`config.mk`:
```
export PLATFORM = sky130hd
export DESIGN_NAME = cr_ifu_ex_issue
export DESIGN_NICKNAME = d
export VERILOG_FILES = /design/src/rtl/cr_ifu_issue_pkg.sv /design/src/rtl/cr_ifu_issue_entry.sv /design/src/rtl/cr_ifu_ex_issue.sv
export SDC_FILE = /design/constraint.sdc
export NUM_CORES = 1
export LEC_CHECK = 0
export ABC_AREA = 0
export CORE_MARGIN = 10
export CORE_UTILIZATION = 33
export DETAILED_ROUTE_END_ITERATION = 7
export PLACE_DENSITY = 0.67
export SLEW_MARGIN = 20
export SYNTH_ARGS = -nofsm -noshare
export SYNTH_HDL_FRONTEND = slang
export SYNTH_HIERARCHICAL = 1
export SYNTH_SLANG_ARGS = --single-unit
```
`constraint.sdc`:
```
create_clock -name forever_cpuclk -period 2.3 [get_ports forever_cpuclk]
set_input_delay 0.345 -clock forever_cpuclk [delete_from_list [all_inputs] [get_ports forever_cpuclk]]
set_output_delay 0.345 -clock forever_cpuclk [all_outputs]
set_load 0.02 [all_outputs]
```
`src/rtl/cr_ifu_issue_pkg.sv`:
```
// -----------------------------------------------------------------------------
// cr_ifu_issue_pkg
// Shared definitions for the IFU issue stage:
//   - default payload widths (instruction, halfword-aligned PC)
//   - issue-state encoding; bit 0 = EX valid, bit 1 = skid valid
//   - tag record and full entry record carried with each instruction
// Optional feature macro used by the top: CR_IFU_ISSUE_STALL_CNT_EN
// -----------------------------------------------------------------------------
package cr_ifu_issue_pkg;

   localparam int CR_INST_W = 32;
   localparam int CR_PC_W   = 31;

   // State encoding doubles as {skid_vld, ex_vld}
   localparam logic [1:0] ST_EMPTY   = 2'b00;
   localparam logic [1:0] ST_EX_ONLY = 2'b01;
   localparam logic [1:0] ST_FULL    = 2'b11;

   typedef struct packed {
      logic expt;      // fetch exception
      logic prvlg;     // privilege exception
      logic ni;        // non-interruptible
      logic rand_vld;  // internally injected op
   } issue_tag_t;

   typedef struct packed {
      logic [CR_INST_W-1:0] inst;
      logic [CR_PC_W-1:0]   pc;
      issue_tag_t           tag;
   } issue_entry_t;

endpackage

```
`src/rtl/cr_ifu_issue_entry.sv`:
```
// -----------------------------------------------------------------------------
// cr_ifu_issue_entry
// Tagged payload register with load enable. Holds one instruction, its PC and
// its tag bits. Contents change only when i_load is high; validity is tracked
// by the owner.
// Ports:
//   clk, rst        clock, asynchronous active-high reset
//   i_load          capture i_inst/i_pc/i_tag this cycle
//   i_inst/i_pc/i_tag  incoming payload
//   o_inst/o_pc/o_tag  stored payload
// -----------------------------------------------------------------------------
module cr_ifu_issue_entry
   import cr_ifu_issue_pkg::*;
#(
   parameter int INST_W = CR_INST_W,
   parameter int PC_W   = CR_PC_W
) (
   input  logic              clk,
   input  logic              rst,
   input  logic              i_load,
   input  logic [INST_W-1:0] i_inst,
   input  logic [PC_W-1:0]   i_pc,
   input  issue_tag_t        i_tag,
   output logic [INST_W-1:0] o_inst,
   output logic [PC_W-1:0]   o_pc,
   output issue_tag_t        o_tag
);

   logic [INST_W-1:0] r_inst;
   logic [PC_W-1:0]   r_pc;
   issue_tag_t        r_tag;

   always_ff @(posedge clk or posedge rst) begin
      if (rst) begin
         r_inst <= '0;
         r_pc   <= '0;
         r_tag  <= '0;
      end else if (i_load) begin
         r_inst <= i_inst;
         r_pc   <= i_pc;
         r_tag  <= i_tag;
      end
   end

   assign o_inst = r_inst;
   assign o_pc   = r_pc;
   assign o_tag  = r_tag;

endmodule

```
`src/rtl/cr_ifu_ex_issue.sv`:
```
// -----------------------------------------------------------------------------
// cr_ifu_ex_issue
// IFU-side issue stage: EX register feeding the IU execute interface plus a
// one-entry skid buffer so that the ready back to the instruction buffer is a
// flop. Strict FIFO, at most two instructions in flight; flush empties both.
// Optional feature: define CR_IFU_ISSUE_STALL_CNT_EN to enable the saturating
// EX stall-cycle counter on ifu_issue_stall_cnt (tied to 0 otherwise).
// Ports:
//   forever_cpuclk, cpurst          clock, asynchronous active-high reset
//   ib_issue_*                      instruction offered by the IB
//   ifu_ib_issue_rdy                registered ready to the IB
//   iu_ifu_ex_stall, iu_ifu_flush   IU back-pressure and pipeline flush
//   ifu_iu_ex_*                     EX instruction, PC and tags to the IU
//   ifu_issue_stall_cnt             stall-cycle counter (optional feature)
// -----------------------------------------------------------------------------
module cr_ifu_ex_issue
   import cr_ifu_issue_pkg::*;
#(
   parameter int INST_W = CR_INST_W,
   parameter int PC_W   = CR_PC_W
) (
   input  logic              forever_cpuclk,
   input  logic              cpurst,
   input  logic              ib_issue_vld,
   input  logic [INST_W-1:0] ib_issue_inst,
   input  logic [PC_W-1:0]   ib_issue_pc,
   input  logic              ib_issue_expt_vld,
   input  logic              ib_issue_prvlg_expt_vld,
   input  logic              ib_issue_ni,
   input  logic              ib_issue_rand_vld,
   output logic              ifu_ib_issue_rdy,
   input  logic              iu_ifu_ex_stall,
   input  logic              iu_ifu_flush,
   output logic              ifu_iu_ex_inst_vld,
   output logic [INST_W-1:0] ifu_iu_ex_inst,
   output logic [PC_W-1:0]   ifu_iu_ex_pc,
   output logic              ifu_iu_ex_expt_vld,
   output logic              ifu_iu_ex_prvlg_expt_vld,
   output logic              ifu_iu_ex_ni,
   output logic              ifu_iu_ex_rand_vld,
   output logic [31:0]       ifu_issue_stall_cnt
);

   logic [1:0]        r_state;
   logic [1:0]        w_state_next;
   logic              r_rdy;
   logic              w_ex_vld;
   logic              w_accept;
   logic              w_advance;
   logic              w_ex_load;
   logic              w_skid_load;
   logic              w_ex_from_skid;

   issue_tag_t        w_ib_tag;
   logic [INST_W-1:0] w_skid_inst;
   logic [PC_W-1:0]   w_skid_pc;
   issue_tag_t        w_skid_tag;
   logic [INST_W-1:0] w_ex_in_inst;
   logic [PC_W-1:0]   w_ex_in_pc;
   issue_tag_t        w_ex_in_tag;
   issue_tag_t        w_ex_tag;

   assign w_ex_vld  = r_state[0];
   assign w_accept  = ib_issue_vld & r_rdy & ~iu_ifu_flush;
   // Stall only matters when something sits in EX
   assign w_advance = w_ex_vld & ~iu_ifu_ex_stall;

   assign w_ib_tag.expt     = ib_issue_expt_vld;
   assign w_ib_tag.prvlg    = ib_issue_prvlg_expt_vld;
   assign w_ib_tag.ni       = ib_issue_ni;
   assign w_ib_tag.rand_vld = ib_issue_rand_vld;

   always_comb begin
      w_state_next   = r_state;
      w_ex_load      = 1'b0;
      w_skid_load    = 1'b0;
      w_ex_from_skid = 1'b0;
      if (iu_ifu_flush) begin
         // Both entries drop; payload regs keep stale data but are invalid
         w_state_next = ST_EMPTY;
      end else begin
         case (r_state)
            ST_EMPTY: begin
               if (w_accept) begin
                  w_state_next = ST_EX_ONLY;
                  w_ex_load    = 1'b1;
               end
            end
            ST_EX_ONLY: begin
               if (w_advance && w_accept) begin
                  w_ex_load    = 1'b1;
               end else if (w_advance) begin
                  w_state_next = ST_EMPTY;
               end else if (w_accept) begin
                  w_state_next = ST_FULL;
                  w_skid_load  = 1'b1;
               end
            end
            ST_FULL: begin
               // rdy is low here, so no new instruction can arrive
               if (w_advance) begin
                  w_state_next   = ST_EX_ONLY;
                  w_ex_load      = 1'b1;
                  w_ex_from_skid = 1'b1;
               end
            end
            default: w_state_next = ST_EMPTY;
         endcase
      end
   end

   always_ff @(posedge forever_cpuclk or posedge cpurst) begin
      if (cpurst) begin
         r_state <= ST_EMPTY;
         r_rdy   <= 1'b1;
      end else begin
         r_state <= w_state_next;
         // Ready is precomputed from the next state so the IB sees a flop
         r_rdy   <= (w_state_next != ST_FULL);
      end
   end

   assign w_ex_in_inst = w_ex_from_skid ? w_skid_inst : ib_issue_inst;
   assign w_ex_in_pc   = w_ex_from_skid ? w_skid_pc   : ib_issue_pc;
   assign w_ex_in_tag  = w_ex_from_skid ? w_skid_tag  : w_ib_tag;

   cr_ifu_issue_entry #(
      .INST_W (INST_W),
      .PC_W   (PC_W)
   ) u_ex_entry (
      .clk    (forever_cpuclk),
      .rst    (cpurst),
      .i_load (w_ex_load),
      .i_inst (w_ex_in_inst),
      .i_pc   (w_ex_in_pc),
      .i_tag  (w_ex_in_tag),
      .o_inst (ifu_iu_ex_inst),
      .o_pc   (ifu_iu_ex_pc),
      .o_tag  (w_ex_tag)
   );

   cr_ifu_issue_entry #(
      .INST_W (INST_W),
      .PC_W   (PC_W)
   ) u_skid_entry (
      .clk    (forever_cpuclk),
      .rst    (cpurst),
      .i_load (w_skid_load),
      .i_inst (ib_issue_inst),
      .i_pc   (ib_issue_pc),
      .i_tag  (w_ib_tag),
      .o_inst (w_skid_inst),
      .o_pc   (w_skid_pc),
      .o_tag  (w_skid_tag)
   );

   assign ifu_ib_issue_rdy         = r_rdy;
   assign ifu_iu_ex_inst_vld       = w_ex_vld;
   // Tags are qualified so stale payload never leaks an exception
   assign ifu_iu_ex_expt_vld       = w_ex_vld & w_ex_tag.expt;
   assign ifu_iu_ex_prvlg_expt_vld = w_ex_vld & w_ex_tag.prvlg;
   assign ifu_iu_ex_ni             = w_ex_vld & w_ex_tag.ni;
   assign ifu_iu_ex_rand_vld       = w_ex_vld & w_ex_tag.rand_vld;

`ifdef CR_IFU_ISSUE_STALL_CNT_EN
   logic [31:0] r_stall_cnt;

   always_ff @(posedge forever_cpuclk or posedge cpurst) begin
      if (cpurst) begin
         r_stall_cnt <= '0;
      end else if (w_ex_vld && iu_ifu_ex_stall && !iu_ifu_flush &&
                   (r_stall_cnt != 32'hFFFF_FFFF)) begin
         r_stall_cnt <= r_stall_cnt + 32'd1;
      end
   end

   assign ifu_issue_stall_cnt = r_stall_cnt;
`else
   assign ifu_issue_stall_cnt = '0;
`endif

endmodule

```
After elaboration in Yosys (flattened, before gate mapping)
Cells that the tools add are included.

cells by class
  equal/unequal tests = 3
  multiplexer cells = 21
  bitwise operators = 9
  reductions and logical operators = 2

operators by type and width
  kind                                                                    number
  32-bit two-way mux                                                      1
  31-bit two-way mux                                                      1
  2-bit two-way mux                                                       6
  1-bit two-way mux                                                       10
  1-bit bitwise AND                                                       7
  2-bit case mux with 3 select lines                                      1
  4-bit two-way mux                                                       1
  1-bit case mux with 3 select lines                                      1
  2-bit by 1-bit equality test with 1-bit output (second input constant)  1
  2-bit equality test (second input constant)                             1
  2-bit logical NOT                                                       1
  2-bit != test (second input constant)                                   1
  1-bit NOT                                                               2
  1-bit logical AND                                                       1

storage, ports and cells
  register bits = 137
  input bits = 72
  output and inout port bits = 101
  word-level logic and storage cells = 49

Depth between registers and ports, before layout
Gate-level depths: netlist of run 1.

  depth in word-level cells = 8
  mapped depth = 5
  gate-level depth less buffers = 3

By module
Netlist of run 1, hierarchy kept.

modules (own cells, without submodules)
  module              instances  cells an instance  area each (sq um)  seq. area each (sq um)
  cr_ifu_issue_entry  2          142                2,603.7            1,676.6
  cr_ifu_ex_issue     1          126                1,393.8            76.3

Least setup slack after synthesis of run 1
Ideal clock, no wire load.

  path kind = register to register
  from = register r_rdy, in the netlist ifu_ib_issue_rdy
  to = register u_ex_entry.r_inst[0], in the netlist u_ex_entry/o_inst[0]
  data arrival time = 2,014 ps
  slack = 160 ps
  cell stages (with the launch flop) = 6
  buffers on the path = 2
  cell sequence = dfstp_2 > a21oi_1 > a2111oi_0 > buf_4 > buf_6 > mux2_4

on the way
  longest elaborated chain between the ends = 6
  elaborated cells between the ends (all ways) = 7
  those cells by class = mux: 4; bitwise: 2; reduce/logical: 1

RTL lines
  what                                  line                      text
  from (decl)                           cr_ifu_ex_issue.sv:46     logic r_rdy;
  from (signal assigned)                cr_ifu_ex_issue.sv:119    r_rdy <= (w_state_next != ST_FULL);
  1-bit bitwise AND * (2 in a row)      cr_ifu_ex_issue.sv:64     assign w_accept = ib_issue_vld & r_rdy & ~iu_ifu_flush;
  1-bit logical AND                     cr_ifu_ex_issue.sv:90     if (w_advance && w_accept) begin
  1-bit two-way mux                     cr_ifu_ex_issue.sv:90
  1-bit case mux with 3 select lines *  cr_ifu_ex_issue.sv:82     case (r_state)
  1-bit two-way mux *                   cr_ifu_ex_issue.sv:78     if (iu_ifu_flush) begin
  via w_ex_load                         cr_ifu_ex_issue.sv:50     logic w_ex_load;
  to (signal assigned)                  cr_ifu_issue_entry.sv:39  r_inst <= i_inst;
  to (decl)                             cr_ifu_issue_entry.sv:29  logic [INST_W-1:0] r_inst;

Mark *: on every way through the listed nets, which the timed path passes. The rest lies on a longest branch.
A chain may end at the register's enable or synchronous reset.

Worst setup path after layout of run 1
  from = register r_state[0]
  to = output port ifu_iu_ex_prvlg_expt_vld

on the way
  longest elaborated chain between the ends = 1

RTL lines
  what                    line                    text
  from (decl)             cr_ifu_ex_issue.sv:44   logic [1:0] r_state;
  from (signal assigned)  cr_ifu_ex_issue.sv:117  r_state <= w_state_next;
  1-bit bitwise AND       cr_ifu_ex_issue.sv:161  assign ifu_iu_ex_prvlg_expt_vld = w_ex_vld & w_ex_tag.prvlg;
  to (decl)               cr_ifu_ex_issue.sv:38   output logic ifu_iu_ex_prvlg_expt_vld,

Every way passes these cells.

==> impl_metrics.toml, run 1 <==
[clocking]
htree_levels = 4
cts_resized = 0
clock_path_buffers = 2
clkTransAtPathRegs_ns = 0.05
cts_tree = "yes"
ctsHoldBuffers = 0
clkSinkCount = 137
cts_buffers = 17
cts_setup_buffers = 0
insertion_delay_ns = 0.41
root_buffer = "clkbuf_16"

[drt]
via_count = 3739
drt_iter0_markers = 95
finalWirelength_um = 15700
antenna_left = 0
drc = 0
wl_per_cell_um = 18.7
dr.pass1.iters = 4
viasPerCell = 4.45

[synthesis]
synth_cell_types = 19
synth_area_leaders = "dfrtp_1 52%, mux2_4 20%, mux2_2 19%"
ys.flop_type = "dfrtp_1"
synth-seq-area-share = 0.520
netlist_area_um2 = 6600
synth.ff_latch_count = 137
yosys_warnings = 6
synth_edf_count = 0
netlist_instances = 410
synth_top_area_frac = 0.516
synth_area_per_cell_um2 = 16.1
synthArstFlopShare = 1.00
synth_top_area_cell = "dfrtp_1"

[power_and_ir_drop]
comb_power_share = 0.236
p_seq_frac = 0.405
p_leak_uw = 0.00381
internal_power_uw = 5990
p_sw_frac = 0.261
power.share.clock = 0.359
total_power_uw = 8100
ir_drop_mv = 0.520
switchingPower_uw = 2110
p_per_area_nw_per_um2 = 913

[final_layout]
area_growth_pct = 34.4
final_nets = 635
instances_no_fill = 841
drive_gt1_frac = 0.441
finish.instance_area_um2 = 8870
antenna_cells = 0

[grt]
gr-usage-all-layers = 0.123
grt_max_degree = 68
antenna_found_initial = 0
grt_pass1_wl_um = 25400
overflow = 0
grt_pass1_vias = 4522

[sta]
post-route-min-period_ns = 2.18
finalHoldViolCount = 0
rsz0062_at_grt = "no"
finalWorstSetupSlack_ns = 0.118
clock_skew_ns = 0.00818
slew_violations = 0
finalSetupViolCount = 0
max_freq_mhz = 458
final.period_utilization = 0.949

[hold_path]
hp-class = "input port to asynchronous set/reset pin"

[placed_design]
placed_cells = 809
hpwl_um = 11000
preCtsSetupSlack_ns = -0.0100
dpl-instance-area_um2 = 8240
numPortBuffers = 140
globalplace.congestion = 0.741

[critical_path]
r2r_slack_ns = 0.31
cp.required_ns = 1.96
critPathLaunchType = "register"
worstPathArrival_ns = 1.84
end_kind = "output pin"
path_class = "register to output pin"
crit_fanout = 6

[floorplanning]
start_util = 0.337
die_y_um = 161
fp.dieArea_um2 = 26100
io_pins = 173
die_w_um = 161
design.core.area_um2 = 19600
rows = 51

[job]
maxCapViolCount = 0

[status]
status = "finished clean"
## layout make-up
| type | count | area, um^2 |
|---|---|---|
| clock inverter | 11 | 169 |
| sequential | 137 | 3430 |
| fill | 1745 | 10700 |
| tap | 265 | 332 |
| clock buffer | 21 | 460 |
| timing repair buffer | 156 | 1630 |
| multi-input combinational | 248 | 2840 |
| inverter | 3 | 13.8 |
## power by group through the flow
stage / combinational, uW / sequential, uW / clock, uW
6_report: 1910 / 3280 / 2910
3_5_place_dp: 1940 / 3320 / 0
2_1_floorplan: 912 / 3510 / 0
3_3_place_gp: 1890 / 3280 / 0
5_1_grt: 2040 / 3360 / 3120
4_1_cts: 1950 / 3290 / 3000
## state kept, by name, indices dropped and copies added, names as in the netlist
signal and count:
u_skid_entry/o_inst 32, u_ex_entry/o_pc 31, u_skid_entry/o_pc 31, u_skid_entry/o_tag 4
u_ex_entry/o_inst 32, ifu_ib_issue_rdy 1, r_state 2, u_ex_entry/o_tag 4
## synthesized netlist by cell type (2+ instances only)
cell type,instances
buf_12,4
mux2_4,90
buf_2,6
mux2_2,111
dfrtp_1,136
a21oi_1,2
inv_1,3
nand3b_1,2
buf_6,6
nor2_1,2
buf_4,37
and2_1,4
## layer usage
metal	GRT usage	share of wire	vias to the layer above	wire, um
met1	0.143	0.44	1919	6850
li1	-	-	1702	-
met5	0	0	-	0
met4	0.0360	0.0082	0	129
met3	0.0503	0.070	10	1110
met2	0.203	0.49	108	7650
## cell families (layout without fill, tap and decap cells)
kind of cell           Yosys count  count (layout)  share of synthesized area
AO/OA/AOI/OAI                    4               4                    0.00360
buffers and inverters           56             191                     0.0707
flip-flops                     137             137                      0.520
multiplexers                   201             201                      0.394
other                            1              32                   0.000568
AND/OR/NAND/NOR                 11              11                     0.0116
## worst max-delay path, stage by stage, from the launching register on
cell             delay (ns)
dfrtp_1                0.44
buf_4                  0.19
and2_1                 0.17
clkdlybuf4s50_1        0.63
## cells in the final DEF (no fill, tap or decap), types with 2 or more instances in the layout
cell / instances
clkbuf_8: 2
buf_12: 9
a21oi_1: 2
bufinv_16: 4
buf_4: 7
mux2_4: 90
and2_1: 4
clkbuf_16: 17
conb_1: 32
clkbuf_1: 2
dfrtp_1: 136
nand3b_1: 2
clkinv_4: 2
clkinv_2: 5
clkdlybuf4s50_1: 140
mux2_2: 111
## worst paths after layout
path / startpoint / to / cells past startpoint
worst min-delay path: cpurst / r_state[1] / 2
worst min register to register: u_ex_entry/o_tag[2] / u_ex_entry/o_tag[2] / 1
worst max register to register: ifu_ib_issue_rdy / u_ex_entry/o_inst[19] / 5
max in group asynchronous: cpurst / u_ex_entry/o_tag[2] / 3
worst max-delay path: r_state[0] / ifu_iu_ex_prvlg_expt_vld / 3
min in group forever_cpuclk: u_ex_entry/o_tag[2] / u_ex_entry/o_tag[2] / 1
## stage by stage
step	util	TNS [ns]	hold WS (ns)
2_1_floorplan	-	0	0.0979
3_3_place_gp	0.421	0	0.484
3_5_place_dp	0.421	-0.0758	0.489
4_1_cts	0.453	0	0.229
5_1_grt	0.453	0	0.274
6_report	0.453	0	0.250
No activity file was read; power rests on OpenSTA's default activity.
==> inputs of run 2 (changes only) <==
--- a/config.mk
+++ b/config.mk
@@ -9,6 +9,7 @@
 export CORE_MARGIN = 10
 export CORE_UTILIZATION = 33
 export DETAILED_ROUTE_END_ITERATION = 7
+export GPL_TIMING_DRIVEN = 0
 export PLACE_DENSITY = 0.67
 export SLEW_MARGIN = 20
 export SYNTH_ARGS = -nofsm -noshare
==> run 2 against run 1 <==
Net effect: utilization is 1.4 points higher; sequential cell count stayed put; cell area grew 3.0%; hold slack better by 0.037 ns; non-clock buffer count up 39; critical path type unchanged; via count rose by 4.3%; clock power is essentially flat; total power about the same; cell count rose by 4.6%.
==> impl_metrics.toml, run 2 (synthesis gave the netlist of run 1 again) <==
[status]
status = "finished clean"

[clocking]
ctsHoldBuffers = 0
root_buffer = "clkbuf_16"
cts_buffers = 17
cts_setup_buffers = 0
clock_path_buffers = 2
insertion_delay_ns = 0.41
clkTransAtPathRegs_ns = 0.06
cts_tree = "yes"
htree_levels = 4
clkSinkCount = 137

[placed_design]
dpl-instance-area_um2 = 8510
preCtsSetupSlack_ns = -0.567
hpwl_um = 12000
globalplace.congestion = 0.736
numPortBuffers = 140

[sta]
final.period_utilization = 0.940
finalWorstSetupSlack_ns = 0.137
max_freq_mhz = 462
finalSetupViolCount = 0
post-route-min-period_ns = 2.16
holdWs_ns = 0.288
rsz0062_at_grt = "yes"
slew_violations = 0
clock_skew_ns = 0.00796
finalHoldViolCount = 0

[critical_path]
crit_fanout = 10
path_class = "register to output pin"
worstPathArrival_ns = 1.82
critPathLaunchType = "register"
end_kind = "output pin"
cp.required_ns = 1.96

[drt]
viasPerCell = 4.43
drt_iter0_markers = 130
wl_per_cell_um = 19.0
antenna_left = 0
via_count = 3899
finalWirelength_um = 16700
dr.pass1.iters = 4
drc = 0

[floorplanning]
die_y_um = 161
rows = 51
die_w_um = 161
start_util = 0.337
io_pins = 173
design.core.area_um2 = 19600
fp.dieArea_um2 = 26100

[grt]
grt_max_degree = 45
gr-usage-all-layers = 0.131
grt_pass1_vias = 4676
gr-max-usage-layer = "met2"
grt_pass1_wl_um = 26900
antenna_found_initial = 0
grt_use_met1 = 0.147
overflow = 0
met3_usage = 0.0648
met2_usage = 0.223

[hold_path]
hp-class = "input port to asynchronous set/reset pin"

[power_and_ir_drop]
ir_drop_mv = 0.583
p_per_area_nw_per_um2 = 887
p_leak_uw = 0.00401

[final_layout]
finish.instance_area_um2 = 9140
drive_gt1_frac = 0.473
seq_area_um2 = 3430
layout_commonest_cell = "clkdlybuf4s50_1"
n_fill_cell = 1764
layout_common_cells = "140 x clkdlybuf4s50_1, 136 x dfrtp_1, 111 x mux2_2"
multiInputGateArea_um2 = 2830
final_nets = 674
area_growth_pct = 38.4
antenna_cells = 0

[job]
maxCapViolCount = 0
-- run 2: cell count changes in the layout (fill, tap and decap cells not counted), moves of 2 or more --
cell      delta
buf_4       +30
buf_6        +6
buf_12       -5
buf_16       +2
inv_4        +2
buf_2        +6
clkinv_2     -3
-- run 2: repair_timing --
action                                  4_1_cts  5_1_grt
resized for setup                             2        0
endpoints found under the setup margin       67        4
pin swaps                                     0        0
-- run 2: per-layer routing --
layer,routed length (um),share of wire
met1,6810,0.41
met2,8400,0.50
met3,1390,0.083
met5,0,0
met4,81,0.0049
-- run 2: where the power goes --
part | switching (uW) | internal [uW]
combinational | 779 | 1180
sequential | 308 | 2970
clock | 1030 | 1850
total | 2120 | 5990
-- run 2: worst paths after layout --
kind                                           start  cells past startpoint  slack, ns                 endpoint
min in group forever_cpuclk  u_skid_entry/o_inst[26]                      1       0.51  u_skid_entry/o_inst[26]
max in group asynchronous                     cpurst                      3       1.30   u_skid_entry/o_inst[8]
hold / removal                                cpurst                      2       0.29               r_state[1]
setup / recovery                          r_state[0]                      2       0.14       ifu_iu_ex_rand_vld
setup reg to reg                    ifu_ib_issue_rdy                      5       0.20    u_ex_entry/o_inst[24]
hold reg to reg              u_skid_entry/o_inst[26]                      1       0.51  u_skid_entry/o_inst[26]
-- run 2: layout make-up --
cell class | count | share of cell area
sequential | 137 | 0.375
multi-input combinational | 248 | 0.309
timing repair buffer | 142 | 0.159
buffer | 53 | 0.0498
clock buffer | 21 | 0.0493
tap | 265 | 0.0363
clock inverter | 11 | 0.0188
inverter | 3 | 0.00178
-- run 2: stage by stage --
stage	power [uW]	std cells	setup TNS, ns	utilization
2_1_floorplan	4420	441	0	-
5_1_grt	8550	880	-0.0120	0.467
6_report	8110	880	0	0.467
3_5_place_dp	5290	848	-32.22	0.434
4_1_cts	8250	880	0	0.467
3_3_place_gp	5190	846	-210.40	0.431
-- run 2: critical path, cell delays in order, from the launching register on --
cell and delay, ns:
dfrtp_1 0.57, and2_1 0.23, clkdlybuf4s50_1 0.62
